$ cat config.mk
export PLATFORM = sky130hd
export DESIGN_NAME = incr_arbiter
export DESIGN_NICKNAME = d
export VERILOG_FILES = /design/src/rtl/urcpu_pkg.sv /design/src/rtl/increment_module.sv /design/src/rtl/rr_pick.sv /design/src/rtl/incr_arbiter.sv
export SDC_FILE = /design/constraint.sdc
export NUM_CORES = 1
export LEC_CHECK = 0
export ABC_AREA = 1
export BUFFER_PORTS_ARGS = -buffer_cell sky130_fd_sc_hd__buf_2
export CELL_PAD_IN_SITES_DETAIL_PLACEMENT = 1
export CELL_PAD_IN_SITES_GLOBAL_PLACEMENT = 1
export CORE_ASPECT_RATIO = 1.25
export CORE_UTILIZATION = 37
export DETAILED_ROUTE_END_ITERATION = 6
export PLACE_DENSITY_LB_ADDON = 0.3
export SYNTH_ARGS = -nofsm -noshare
export SYNTH_HDL_FRONTEND = slang
export SYNTH_HIERARCHICAL = 1
export SYNTH_SLANG_ARGS = --single-unit
$ cat constraint.sdc
create_clock -name clk -period 4 [get_ports clk]
set_input_delay 0.6 -clock clk [delete_from_list [all_inputs] [get_ports clk]]
set_output_delay 0.6 -clock clk [all_outputs]
set_load 0.1 [all_outputs]
$ cat src/rtl/urcpu_pkg.sv
// Shared CPU-side constants: datapath width, arbiter states and requester ids.
package urcpu_pkg;

   localparam int unsigned DATA_W = 20;

   typedef enum logic [1:0] {
      IDLE = 2'd0,
      CALC = 2'd1,
      RESP = 2'd2
   } state_t;

   localparam int unsigned PC   = 0;
   localparam int unsigned SP   = 1;
   localparam int unsigned LOOP = 2;
   localparam int unsigned DMA  = 3;

endpackage

$ cat src/rtl/increment_module.sv
// Shared WIDTH-bit incrementer; the result wraps modulo 2^WIDTH.
module increment_module #(
   parameter int unsigned WIDTH = 20
) (
   input  logic [WIDTH-1:0] a,
   output logic [WIDTH-1:0] out
);

   assign out = a + WIDTH'(1);

endmodule

$ cat src/rtl/rr_pick.sv
// Combinational round-robin picker: first valid requester at or after ptr, wrapping.
module rr_pick #(
   parameter int unsigned NUM_REQ = 4,
   parameter int unsigned ID_W    = 2
) (
   input  logic [NUM_REQ-1:0] valid,
   input  logic [ID_W-1:0]    ptr,
   output logic [NUM_REQ-1:0] grant,
   output logic [ID_W-1:0]    grant_id
);

   logic [ID_W-1:0] idx;
   logic            found;

   always_comb begin
      grant    = '0;
      grant_id = '0;
      found    = 1'b0;
      idx      = '0;
      for (int unsigned i = 0; i < NUM_REQ; i++) begin
         idx = ID_W'((32'(ptr) + i) % NUM_REQ);
         if (!found && valid[idx]) begin
            grant[idx] = 1'b1;
            grant_id   = idx;
            found      = 1'b1;
         end
      end
   end

endmodule

$ cat src/rtl/incr_arbiter.sv
// Round-robin time-sharing of one incrementer among NUM_REQ requesters,
// with a held response carrying the requester id and a wrap flag.
module incr_arbiter
   import urcpu_pkg::*;
#(
   parameter int unsigned WIDTH   = DATA_W,
   parameter int unsigned NUM_REQ = 4,
   parameter int unsigned ID_W    = $clog2(NUM_REQ)
) (
   input  logic                     clk,
   input  logic                     rst,
   input  logic [NUM_REQ-1:0]       req_valid,
   input  logic [NUM_REQ*WIDTH-1:0] req_data,
   output logic [NUM_REQ-1:0]       req_ready,
   output logic                     rsp_valid,
   output logic [ID_W-1:0]          rsp_id,
   output logic [WIDTH-1:0]         rsp_data,
   output logic                     rsp_wrap,
   input  logic                     rsp_ready,
   output logic                     busy
);

   state_t             state;
   logic [ID_W-1:0]    rr_ptr;
   logic [ID_W-1:0]    cur_id;
   logic [WIDTH-1:0]   op;
   logic [WIDTH-1:0]   op_sel;
   logic [WIDTH-1:0]   inc_out;
   logic [NUM_REQ-1:0] grant;
   logic [ID_W-1:0]    grant_id;
   logic [ID_W-1:0]    ptr_next;

   rr_pick #(
      .NUM_REQ (NUM_REQ),
      .ID_W    (ID_W)
   ) u_pick (
      .valid    (req_valid),
      .ptr      (rr_ptr),
      .grant    (grant),
      .grant_id (grant_id)
   );

   increment_module #(
      .WIDTH (WIDTH)
   ) u_inc (
      .a   (op),
      .out (inc_out)
   );

   // Suppress grants in a reset cycle so no requester sees a handshake that is discarded.
   assign req_ready = (state == IDLE && !rst) ? grant : '0;

   assign ptr_next = (grant_id == ID_W'(NUM_REQ - 1)) ? '0 : grant_id + ID_W'(1);

   always_comb begin
      op_sel = '0;
      for (int unsigned k = 0; k < NUM_REQ; k++) begin
         if (grant_id == ID_W'(k)) op_sel = req_data[k*WIDTH +: WIDTH];
      end
   end

   always_ff @(posedge clk) begin
      if (rst) begin
         state     <= IDLE;
         rr_ptr    <= '0;
         cur_id    <= '0;
         op        <= '0;
         rsp_valid <= 1'b0;
         rsp_id    <= '0;
         rsp_data  <= '0;
         rsp_wrap  <= 1'b0;
         busy      <= 1'b0;
      end else begin
         unique case (state)
            IDLE: begin
               if (|req_valid) begin
                  op     <= op_sel;
                  cur_id <= grant_id;
                  rr_ptr <= ptr_next;
                  state  <= CALC;
                  busy   <= 1'b1;
               end
            end
            CALC: begin
               rsp_data  <= inc_out;
               rsp_wrap  <= &op;
               rsp_id    <= cur_id;
               rsp_valid <= 1'b1;
               state     <= RESP;
            end
            RESP: begin
               if (rsp_ready) begin
                  rsp_valid <= 1'b0;
                  state     <= IDLE;
                  busy      <= 1'b0;
               end
            end
            default: begin
               rsp_valid <= 1'b0;
               state     <= IDLE;
               busy      <= 1'b0;
            end
         endcase
      end
   end

endmodule

==> results of run 1 <==
[path summary, 6_finish.rpt]
| kind | cells after the start | start | end | slack [ns] |
|---|---|---|---|---|
| max reg2reg | 16 | rr_ptr[0]$_SDFFE_PP0P_ | op[4]$_SDFFE_PP0P_ | 0.46 |
| min reg2reg | 2 | cur_id[0]$_SDFFE_PP0P_ | cur_id[0]$_SDFFE_PP0P_ | 0.47 |
| max | 16 | rr_ptr[0]$_SDFFE_PP0P_ | op[4]$_SDFFE_PP0P_ | 0.46 |
| min | 2 | cur_id[0]$_SDFFE_PP0P_ | cur_id[0]$_SDFFE_PP0P_ | 0.47 |
[critical path, delay by kind of cell (launching register included)]
family	cells	cell delay [ns]
flip-flops	1	0.55
AND/OR/NAND/NOR	8	0.89
AO/OA/AOI/OAI	2	0.32
buffers and inverters	4	0.86
adder cells (fa/ha/maj)	2	0.83
[cells in the mapped netlist]
master	number	area, um2
nand2_1	185	694
nor2_1	111	417
a21oi_1	55	275
inv_1	55	206
dfxtp_1	51	1020
nand3_1	45	225
o21ai_0	20	100
buf_2	14	70.1
nand2_2	11	68.8
ha_1	10	125
clkbuf_1	9	33.8
nand4_1	9	56.3
o21ai_1	7	35.0
xnor2_1	7	61.3
nor2_2	6	37.5
nor2_4	5	56.3
a21boi_0	4	30.0
buf_6	4	45.0
inv_2	4	15.0
xor2_1	4	35.0
nand2_4	3	33.8
nand3_2	3	30.0
a211oi_1	1	7.51
buf_12	1	20.0
buf_8	1	15.0
clkinv_1	1	3.75
nand3_4	1	17.5
nand3b_1	1	7.51
nor3_1	1	5.00
o22ai_2	1	12.5
[timing repair]
item                       4_1_cts  5_1_grt
hold buffers                     0        0
gates resized for setup          0        3
setup endpoints to repair        0       21
[layout make-up]
cell class,count,share of cell area
Sequential cell,51,0.228
Tap cell,126,0.0352
Inverter,60,0.0503
Multi-Input combinational cell,490,0.523
Timing Repair Buffer,115,0.129
Clock buffer,8,0.0350
[registers in the layout, indices dropped and copies added (netlist names)]
register   count
op            20
rsp_data      20
cur_id         2
rr_ptr         2
rsp_id         2
state          2
busy           1
rsp_valid      1
rsp_wrap       1
[layer usage]
metal / vias to the layer above / part of all wire / global-route usage
met5: - / 0 / 0
met4: 0 / 0.022 / 0.0729
met3: 16 / 0.040 / 0.0239
met2: 118 / 0.49 / 0.397
met1: 1917 / 0.44 / 0.269
li1: 2156 / - / -
[cell families (layout without fill, tap and decap cells)]
kind of cell,after synthesis,count (layout),synth area share
and+or+nand+nor,381,381,0.438
adders and majority gates,10,10,0.0333
AOI/OAI and AO/OA,88,88,0.122
DFF,51,51,0.271
xor gates and xnor gates,11,11,0.0256
buffers and inverters,89,183,0.109
[through the flow]
stage | cell area (um2) | total power [mW] | std cells | hold slack [ns]
2_1_floorplan | 3760 | 2.69 | 630 | 0.429
3_3_place_gp | 4310 | 3.09 | 842 | 0.450
3_5_place_dp | 4310 | 3.17 | 842 | 0.467
4_1_cts | 4470 | 3.63 | 850 | 0.477
5_1_grt | 4470 | 3.98 | 850 | 0.488
6_report | 4470 | 3.63 | 850 | 0.473
[power breakdown]
group          total, mW  switching, mW  internal, mW  leakage [nW]
registers          0.742          0.126         0.617         0.420
clock network      0.445          0.179         0.267        0.0772
logic               2.44           1.72         0.727          1.74
==> impl_metrics.ini, run 1 <==
[die]
die_area_um2 = 10600
num_rows = 40
die_w_um = 92.2
start_util = 0.385
core_area_um2 = 9760
die_y_um = 115
ios = 116

[synthesis]
ys_seq_area_frac = 0.271
netlist_instances = 630
syn-cell-area_um2 = 3760
ys_types = 30
syn_nets = 727
yosysWarnings = 6
ys_ff_latch = 51
syn_area_per_cell_um2 = 5.97

[setup_path]
cp_max_fo = 21
cp.required_ns = 4.21
crit_chain = inv_2 -> ha_1 -> inv_1 -> nand3_1 -> nand2_1 -> nor2_2 -> a21oi_1 -> nand3_1 -> inv_1 -> ha_2 -> inv_1 -> nand2_1 -> nand3_1 -> nand2_1 -> nand2_1 -> a21oi_1
cpPeakStageDelay_ns = 0.55
crit_arrival_ns = 3.75
crit_path_top_delay_cell = dfxtp_1
crit_top_cell = nand2_1
cp-end-kind = flip-flop
cp-start-kind = flip-flop
path_class = reg2reg

[placed_design]
dp_hpwl_mm = 9.24
io_buffers = 115
dpl_worst_slack_ns = 0.229
place_congestion = 0.942

[finish]
n_fill_cell = 1408
final-seq-area_um2 = 1020
layout_commonest_cell = nand2_1
multi_input_area_um2 = 2340
nNetsFinal = 820
drive_above_1_share = 0.220
final_cell_mix = 185 x nand2_1, 115 x buf_2, 111 x nor2_1
fin_util = 0.458
antenna_cells = 0
syn2layout_area_growth_pct = 19.0

[cts]
clock-sinks = 51
cts_buffers = 5
clockRootBuffer = clkbuf_16
post_cts_buffers = 0
cts_tree = built
clk_latency_ns = 0.29
htreeDepth = 2
path_clk_slew_ns = 0.07
clock_path_buffers = 2

[timing]
tns_ns = 0
worst_slack_ns = 0.461
post-route-min-period_ns = 3.54
slew_viol_final = 0
worst_slew_pin_slew_ns = 0.723
finClkSkew_ns = 0.00436
setup_viol = 0
grt_setup_unrepaired = no
slew-limit-headroom = 0.518
clock.fmax_ghz = 0.283
period_share = 0.885
final_hold_viol_count = 0

[route]
drc_errors = 0
ant_nets = 0
drt_iter0_markers = 162
drt_first_pass_iters = 4
routed_via_density = 4.95
drt-wirelength-per-cell_um = 13.5
routed_wl_mm = 11.5
vias = 4207

[global_routing]
grt_pass1_vias = 4142
grt_pass1_wl_mm = 18.9
grt_max_degree = 49
grt_usage = 0.219
overflow = 0
antenna_found_initial = 0

[power]
pwr_density_cell_nw_per_um2 = 812
p_leak_nw = 2.23
ir_worst_vdd_uv = 377

[min_path]
hold_path_class = reg2reg

[run_status]
status = complete, no violations

[flow_run]
max_cap_viol_count = 0
No activity file was read; power rests on OpenSTA's default activity.
==> inputs of run 2 (changes only) <==
--- a/config.mk
+++ b/config.mk
@@ -7,10 +7,8 @@
 export LEC_CHECK = 0
 export ABC_AREA = 1
 export BUFFER_PORTS_ARGS = -buffer_cell sky130_fd_sc_hd__buf_2
-export CELL_PAD_IN_SITES_DETAIL_PLACEMENT = 1
-export CELL_PAD_IN_SITES_GLOBAL_PLACEMENT = 1
 export CORE_ASPECT_RATIO = 1.25
-export CORE_UTILIZATION = 37
+export CORE_UTILIZATION = 56
 export DETAILED_ROUTE_END_ITERATION = 6
 export PLACE_DENSITY_LB_ADDON = 0.3
 export SYNTH_ARGS = -nofsm -noshare
==> impl_metrics.ini, run 2 (synthesis results as in run 1) <==
[global_routing]
grt_pass1_vias = 3661
grt_usage = 0.282
antenna_found_initial = 0
overflow = 0
grt_max_degree = 49
grt_pass1_wl_mm = 15.7

[cts]
clk_latency_ns = 0.31
htreeDepth = 2
cts_tree = built
clockRootBuffer = clkbuf_8
ctsResizeCount = 0
path_clk_slew_ns = 0.10
post_cts_buffers = 0
clock-sinks = 51
cts.hold.buffers_added = 0
clock_path_buffers = 2
cts_buffers = 5

[timing]
setup_viol = 0
post-route-min-period_ns = 3.65
final_hold_viol_count = 0
worst_slew_pin_slew_ns = 0.682
grt_setup_unrepaired = no
whs_ns = 0.460
clock.fmax_ghz = 0.274
slew_viol_final = 0
period_share = 0.913
finClkSkew_ns = 0.0126
slew-limit-headroom = 0.545
tns_ns = 0

[route]
drc_errors = 0
ant_nets = 0
wl_met3_um = 658
routed_via_density = 5.14
drt_iter0_markers = 237
vias = 4166
highest_layer = met4
drt_first_pass_iters = 6
routed_wl_mm = 9.50
wl_met2_mm = 4.55
drt-wirelength-per-cell_um = 11.7
wirelength_met1_mm = 4.05

[die]
die_y_um = 93.6
num_rows = 33
die_w_um = 75.3
core_area_um2 = 6520
start_util = 0.577
ios = 116
die_area_um2 = 7050

[power]
p_leak_nw = 2.22
ir_worst_vdd_uv = 685
pwr_density_cell_nw_per_um2 = 802

[finish]
final_cell_mix = 185 x nand2_1, 115 x buf_2, 111 x nor2_1
layout_commonest_cell = nand2_1
n_fill_cell = 648
syn2layout_area_growth_pct = 17.0
reg_top3 = op: 20 flops, rsp_data: 20 flops
drive_above_1_share = 0.218
antenna_cells = 0
nNetsFinal = 820

[run_status]
status = complete, no violations

[placed_design]
dp_hpwl_mm = 7.33
place_congestion = 0.934
io_buffers = 115

[setup_path]
cpPeakStageDelay_ns = 0.62
cp-start-kind = flip-flop
cp-end-kind = flip-flop
crit_path_top_delay_cell = ha_1
crit_chain = inv_2 -> ha_1 -> inv_1 -> nand2_1 -> nand2_2 -> nor2_4 -> nand4_1 -> nand3_1 -> ha_1 -> inv_1 -> nor2_1 -> nor2_1 -> nand2_1 -> a21oi_1
crit_arrival_ns = 3.81
cp.required_ns = 4.16
cp_max_fo = 21
path_class = reg2reg

[flow_run]
max_cap_viol_count = 0

[min_path]
hold_path_class = reg2reg
==> run 2: changes by cell type in the layout (fill, tap and decap cells not counted), sizes merged <==
cell | before | now
bufinv | 0 | 2
clkbuf | 8 | 6
==> run 2: stage by stage <==
step | total power [mW] | area, um2 | utilization | cells | setup WS, ns
floorplan | 2.69 | 3760 | - | 630 | 0.559
global route | 3.90 | 4400 | 0.674 | 811 | 0.0276
detailed placement | 3.07 | 4260 | 0.653 | 803 | 0.368
global placement | 3.02 | 4260 | 0.653 | 803 | 0.515
CTS | 3.49 | 4390 | 0.674 | 811 | 0.335
finish | 3.53 | 4400 | 0.674 | 811 | 0.349
==> run 2: path summary, 6_finish.rpt <==
path / from / endpoint / slack [ns] / cells past startpoint
max: rr_ptr[0]$_SDFFE_PP0P_ / op[1]$_SDFFE_PP0P_ / 0.35 / 14
min: cur_id[1]$_SDFFE_PP0P_ / rsp_id[1]$_SDFFE_PP0P_ / 0.46 / 2
max reg2reg: rr_ptr[0]$_SDFFE_PP0P_ / op[1]$_SDFFE_PP0P_ / 0.35 / 14
min reg2reg: cur_id[1]$_SDFFE_PP0P_ / rsp_id[1]$_SDFFE_PP0P_ / 0.46 / 2
==> run 2: final cells by class <==
| class | instances | area, um2 | share of cell area |
|---|---|---|---|
| flip-flops and latches | 51 | 1020 | 0.232 |
| inverters | 60 | 225 | 0.0512 |
| well taps | 87 | 109 | 0.0247 |
| multi-input cells | 490 | 2340 | 0.531 |
| clock inverters | 2 | 60.1 | 0.0137 |
| clock buffers | 6 | 72.6 | 0.0165 |
| repair buffers | 115 | 576 | 0.131 |
==> run 2: worst max-delay path: cells and delay by family (launching register included) <==
kind	cells	cell delay [ns]
AOI/OAI and AO/OA	1	0.07
adders and majority gates	2	1.03
buffers and inverters	3	0.78
DFF	1	0.53
and+or+nand+nor	8	1.06
==> run 2: report_power, final <==
| part | internal (mW) | total (mW) | switching, mW |
|---|---|---|---|
| clock | 0.250 | 0.420 | 0.170 |
| sequential | 0.616 | 0.738 | 0.122 |
| combinational | 0.725 | 2.37 | 1.65 |
==> run 2: per-layer routing <==
metal,up-vias,global-route usage
li1,2160,-
met1,1808,0.360
met2,177,0.469
met3,21,0.0463
met4,0,0.103
met5,-,0
